File: src/rtl/axi_lite_master.sv
// Single-outstanding AXI-lite initiator: turns one CPU read/write request into
// AR/R or AW/W/B traffic and returns a one-cycle completion pulse.
module axi_lite_master #(
    parameter int ADDR_W = 32,
    parameter int DATA_W = 64
) (
    input  logic                aclk,
    input  logic                areset,
    input  logic                req_valid,
    output logic                req_ready,
    input  logic                req_wen,
    input  logic [ADDR_W-1:0]   req_addr,
    input  logic [DATA_W-1:0]   req_wdata,
    input  logic [DATA_W/8-1:0] req_wstrb,
    output logic                resp_valid,
    output logic [DATA_W-1:0]   resp_rdata,
    output logic                resp_err,
    output logic [ADDR_W-1:0]   araddr,
    output logic                arvalid,
    input  logic                arready,
    input  logic [DATA_W-1:0]   rdata,
    input  logic [1:0]          rresp,
    input  logic                rvalid,
    output logic                rready,
    output logic [ADDR_W-1:0]   awaddr,
    output logic                awvalid,
    input  logic                awready,
    output logic [DATA_W-1:0]   wdata,
    output logic [DATA_W/8-1:0] wstrb,
    output logic                wvalid,
    input  logic                wready,
    input  logic [1:0]          bresp,
    input  logic                bvalid,
    output logic                bready
);

    localparam int STRB_W = DATA_W / 8;

    typedef enum logic [2:0] {
        IDLE,
        RD_AR,
        RD_R,
        WR_AW_W,
        WR_B,
        RESP
    } state_t;

    state_t state;
    state_t state_next;

    logic [ADDR_W-1:0] addr_q;
    logic [DATA_W-1:0] wdata_q;
    logic [STRB_W-1:0] wstrb_q;
    logic [DATA_W-1:0] rdata_q;
    logic [1:0]        resp_q;
    logic              is_wr_q;
    logic              aw_done;
    logic              w_done;

    logic req_fire;
    logic aw_fire;
    logic w_fire;
    logic r_fire;
    logic b_fire;

    assign req_fire = req_valid & req_ready;
    assign aw_fire  = awvalid & awready;
    assign w_fire   = wvalid & wready;
    assign r_fire   = rvalid & rready;
    assign b_fire   = bvalid & bready;

    assign araddr = addr_q;
    assign awaddr = addr_q;
    assign wdata  = wdata_q;
    assign wstrb  = wstrb_q;

    always_ff @(posedge aclk) begin
        if (areset) begin
            state <= IDLE;
        end else begin
            state <= state_next;
        end
    end

    // Request fields are frozen at accept so the CPU may change req_* freely afterwards.
    always_ff @(posedge aclk) begin
        if (areset) begin
            addr_q  <= '0;
            wdata_q <= '0;
            wstrb_q <= '0;
            rdata_q <= '0;
            resp_q  <= 2'b00;
            is_wr_q <= 1'b0;
            aw_done <= 1'b0;
            w_done  <= 1'b0;
        end else begin
            if (req_fire) begin
                addr_q  <= req_addr;
                wdata_q <= req_wdata;
                wstrb_q <= req_wstrb;
                is_wr_q <= req_wen;
                rdata_q <= '0;
                resp_q  <= 2'b00;
                aw_done <= 1'b0;
                w_done  <= 1'b0;
            end
            if (aw_fire) begin
                aw_done <= 1'b1;
            end
            if (w_fire) begin
                w_done <= 1'b1;
            end
            if (r_fire) begin
                rdata_q <= rdata;
                resp_q  <= rresp;
            end
            if (b_fire) begin
                resp_q <= bresp;
            end
        end
    end

    // AW and W may complete in either order or together; a pending channel counts
    // as done in the cycle its ready arrives.
    always_comb begin
        state_next = state;
        case (state)
            IDLE: begin
                if (req_valid) begin
                    state_next = req_wen ? WR_AW_W : RD_AR;
                end
            end
            RD_AR: begin
                if (arready) begin
                    state_next = RD_R;
                end
            end
            RD_R: begin
                if (rvalid) begin
                    state_next = RESP;
                end
            end
            WR_AW_W: begin
                if ((aw_done | awready) & (w_done | wready)) begin
                    state_next = WR_B;
                end
            end
            WR_B: begin
                if (bvalid) begin
                    state_next = RESP;
                end
            end
            RESP: begin
                state_next = IDLE;
            end
            default: begin
                state_next = IDLE;
            end
        endcase
    end

    always_comb begin
        req_ready  = 1'b0;
        arvalid    = 1'b0;
        rready     = 1'b0;
        awvalid    = 1'b0;
        wvalid     = 1'b0;
        bready     = 1'b0;
        resp_valid = 1'b0;
        resp_rdata = '0;
        resp_err   = 1'b0;
        case (state)
            IDLE: begin
                req_ready = 1'b1;
            end
            RD_AR: begin
                arvalid = 1'b1;
            end
            RD_R: begin
                rready = 1'b1;
            end
            WR_AW_W: begin
                awvalid = ~aw_done;
                wvalid  = ~w_done;
            end
            WR_B: begin
                bready = 1'b1;
            end
            RESP: begin
                resp_valid = 1'b1;
                resp_rdata = is_wr_q ? '0 : rdata_q;
                resp_err   = (resp_q != 2'b00);
            end
            default: begin
                req_ready = 1'b0;
            end
        endcase
    end

endmodule

File: config.mk
export PLATFORM = sky130hd
export DESIGN_NAME = axi_lite_master
export DESIGN_NICKNAME = d
export VERILOG_FILES = /design/src/rtl/axi_lite_master.sv
export SDC_FILE = /design/constraint.sdc
export NUM_CORES = 1
export LEC_CHECK = 0
export CAP_MARGIN = 20
export CORE_AREA = 2 2 152 154
export DETAILED_ROUTE_END_ITERATION = 10
export DIE_AREA = 0 0 154 156
export GPL_ROUTABILITY_DRIVEN = 0
export PLACE_DENSITY = 0.74
export SLEW_MARGIN = 20
export SYNTH_ARGS = -nofsm -noshare
export SYNTH_HDL_FRONTEND = slang
export SYNTH_SLANG_ARGS = --single-unit
export TNS_END_PERCENT = 50
File: constraint.sdc
create_clock -name aclk -period 3.2 [get_ports aclk]
set_clock_uncertainty 0.15 [all_clocks]
set_input_delay 0.64 -clock aclk [delete_from_list [all_inputs] [get_ports aclk]]
set_output_delay 0.64 -clock aclk [all_outputs]
set_load 0.01 [all_outputs]
# Yosys cells after proc, flatten, opt, wreduce, memory -nomap -nowiden
# Cells that the tools add are included.
totals:
  reg_bits: 176
  wordCells: 61
  ram_bits: 0
  mem_bits_ro: 0
  in_bits: 181
  latch_bits: 0
  output_inout_bits: 208
  n_memories: 0
classes:
  reduce_logical: 7
  n_mux: 25
  n_eq_ne: 10
  n_div: 0
  bitwise_logic: 10
  addsub: 0
  shift: 0
  n_mul: 0
  order_cmp: 0
ops:
  columns: ["op", "count"]
  rows:
  - ["$mux W64", 4]
  - ["$mux W3", 5]
  - ["$pmux W3 S5", 1]
  - ["$mux W1", 11]
  - ["$ne A2 B2 Y1 const B", 5]
  - ["$mux W2", 4]
  - ["$reduce_bool A2 Y1", 4]
  - ["$and A1 B1 Y1", 6]
  - ["$eq A3 B2 Y1 const B", 2]
  - ["$eq A3 B3 Y1 const B", 2]
  - ["$reduce_and A5 Y1", 1]
  - ["$eq A3 B1 Y1 const B", 1]
  - ["$logic_not A3 Y1", 1]
  - ["$reduce_bool A3 Y1", 1]
  - ["$not A1 Y1", 2]
  - ["$or A1 B1 Y1", 2]

# Longest topological paths before layout
depth:
  word_depth: 6
  ltp_mapped: 7
  ltp_nobuf: 4

# Worst setup path after synthesis
# No wires, ideal clock.
synth_timing:
  path_type: "register to output"
  from: "register state[1]"
  to: "output resp_rdata[10]"
  required_time_ns: 2.410
  arrival_ns: 1.404
  path_stages_with_launch: 7
  n_path_buf: 2
  slack_ns: 1.006
  cell_sequence: "dfxtp_1 -> buf_2 -> and2b_1 -> nand2_1 -> nor2_2 -> clkbuf_1 -> and2_1"
synth_via:
  elab_chain_cells: 2
synth_rtl:
  columns: ["item", "line", "text"]
  rows:
  - ["start: declaration", "48", "state_t state;"]
  - ["start signal: assignment", "81", "state <= state_next;"]
  - ["$eq A3 B3 Y1", "172", "case (state)"]
  - ["$mux W64", "172", null]
  - ["end: declaration", "16", "output logic [DATA_W-1:0] resp_rdata,"]
# No other way between the ends.

# Worst setup path in the final report
layout_timing:
  from: "register state[0]"
  to: "output resp_rdata[26]"
# The elaborated chain is that of the path after synthesis.

==> flow_summary.ini <==
[hold_path]
hp-class = reg2reg

[synthesis]
synthArstFlopShare = 0
netlist_instances = 825
yosysWarnings = 0
syn_area_mm2 = 0.006764
synthesis.nets = 1006
ys_seq_elements = 176
synth_seq_area_share = 0.5209
syn_area_per_cell_um2 = 8.199
netlist_top_cells_area = dfxtp_1 52%, nand2_1 12%, a21oi_1 8.1%, a22oi_1 7.2%, and2_1 5.9%
synth-edff-count = 0
yosys.area.top_type = dfxtp_1
ys.flop_type = dfxtp_1
synth.top_cell.area_share = 0.5209
ys_types = 28

[critical_path]
r2r_start = state[0]
worst_setup_path_start_kind = flop
worstSetupPathType = reg2out
reg2reg_to = araddr[30]
crit_start = state[0]
rr_worst_depth = 6
crit_path_end_kind = output port
cp.required_ps = 2410
cp_max_fo = 64
arrival_ps = 2210
reg2reg_setup_slack_ps = 1140
crit_end = resp_rdata[26]

[global_route]
grt_remaining_overflow = 0
grt_first_pass_wirelength_um = 34620
groute.usage.overall = 0.1805
grt_antenna_before_repair = 1
grt_pass1_vias = 6544
grt_max_degree = 106

[place]
placement.io_buffers = 388
place_inst = 1417
hpwl_um = 15610

[clock_network]
path_clk_slew_ps = 70
cts_setup_buffers = 0
htree_num_levels = 4
clk_path_buf_depth = 2
clock-sinks = 176
clock_latency_ps = 420
tritoncts = done
cts_made_buffers = 17
postCtsHoldBufs = 0
cts_root_buf = clkbuf_16
cts_resized = 0

[sta]
setup_viol = 0
period_share = 0.9366
fmax_ghz = 0.3337
finalCriticalPeriod_ps = 2997
relSlewSlack = 0.5567
drv_slew = 0
rsz0062_at_grt = no
worst_pin_slew_ps = 665.0
final_hold_viol_count = 0
fin_setup_tns_ps = 0

[die]
num_rows = 55
die_h_um = 156
dieWidth_um = 154
dieArea_mm2 = 0.02402
start_util = 0.3024
coreArea_mm2 = 0.02237
io_pins = 389

[job]
drv_cap = 0

[layout]
drive_gt1_frac = 0.04467
area_growth_syn_to_layout_pct = 67.37
final_common_cell = clkdlybuf4s50_1
fin_util = 0.5062
final_cell_count_no_fill = 1450
nNetsFinal = 1332
nFillCells = 2068
mostFrequentLayoutCells = 387 x clkdlybuf4s50_1, 214 x nand2_1, 176 x dfxtp_1, 109 x a21oi_1, 73 x nor2_1

[pwr]
p_per_area_mw_per_mm2 = 674.3
ir_drop_uv = 459.0
total_power_mw = 7.634
power_leakage_nw = 4.124

[run_status]
status = completed

[drt]
wl_um = 22420
wl_per_cell_um = 15.46
vias = 6718
drt_iter0_markers = 375
drc = 0
vias_per_cell = 4.633
firstDrtPassIters = 4
ant_nets = 0
registers in the layout (all words and copies together) (netlist names):
signal	cells
rdata_q	64
wdata	64
araddr	32
wstrb	8
state	3
resp_q	2
aw_done	1
is_wr_q	1
w_done	1
layer usage:
layer | vias to the layer above | part of all wire | GRT usage
met4 | 0 | 0.018 | 0.05607
met1 | 3087 | 0.42 | 0.2167
met5 | - | 0 | 0
met2 | 267 | 0.47 | 0.3009
li1 | 3336 | - | -
met3 | 28 | 0.088 | 0.06750
synthesized netlist by cell type, drive strengths merged (2+ instances only):
cell and count:
clkbuf 40, inv 3, a21oi 109, a22oi 65
and2 64, dfxtp 176, nor3b 3, mux2i 3
nand2 215, nor2 75, nand3b 2, buf 55
o21ai 2, a32oi 2
how the worst min path moves through the flow:
stage               cells past startpoint  slack [ps]   endpoint  startpoint
floorplan                               2         300    is_wr_q     is_wr_q
global placement                        2         290  wdata[58]   wdata[58]
detailed placement                      2         300  wdata[42]   wdata[42]
CTS                                     2         310  wdata[42]   wdata[42]
global route                            2         320  wdata[13]   wdata[13]
finish                                  2         300  wdata[13]   wdata[13]
power breakdown:
part / switching [mW] / internal [mW]
registers: 0.215 / 2.56
clock network: 0.988 / 1.14
logic: 1.41 / 1.31
total: 2.62 / 5.02
area by class of cell:
cell class	count	area, µm²	area share
diodes	1	2.502	0.0002210
clock buffers	19	442.9	0.03912
clock inverters	13	167.7	0.01481
inverters	3	11.26	0.0009947
multi-input cells	551	2751	0.2430
flip-flops and latches	176	3523	0.3112
well taps	285	356.6	0.03150
repair buffers	402	4065	0.3591
worst max-delay path, cell delays in order (launching register included):
cell	delay [ps]
dfxtp_1	500
nand2_1	180
nor2_4	140
buf_12	210
and2_1	150
clkdlybuf4s50_1	570
metrics by stage:
| stage | setup slack (ps) | hold slack, ps | area (µm²) |
|---|---|---|---|
| final | 202.9 | 303.4 | 11320 |
| after global routing | 49.60 | 322.5 | 11320 |
| after CTS | 167.2 | 305.6 | 11320 |
| after detailed placement | 634.5 | 295.3 | 10710 |
| after global placement | 635.1 | 291.6 | 10710 |
| after floorplan | 1006 | 297.9 | 6764 |
cells by family (layout without fill, tap and decap cells):
| group | Yosys count | in the layout | share of synthesized area |
|---|---|---|---|
| flops | 176 | 176 | 0.5209 |
| mux | 3 | 3 | 0.004440 |
| other cells | 0 | 1 | 0 |
| simple gates | 364 | 364 | 0.2340 |
| compound gates | 184 | 184 | 0.1644 |
| buf+inv | 98 | 437 | 0.07621 |
(Power assumes the default switching activity.)
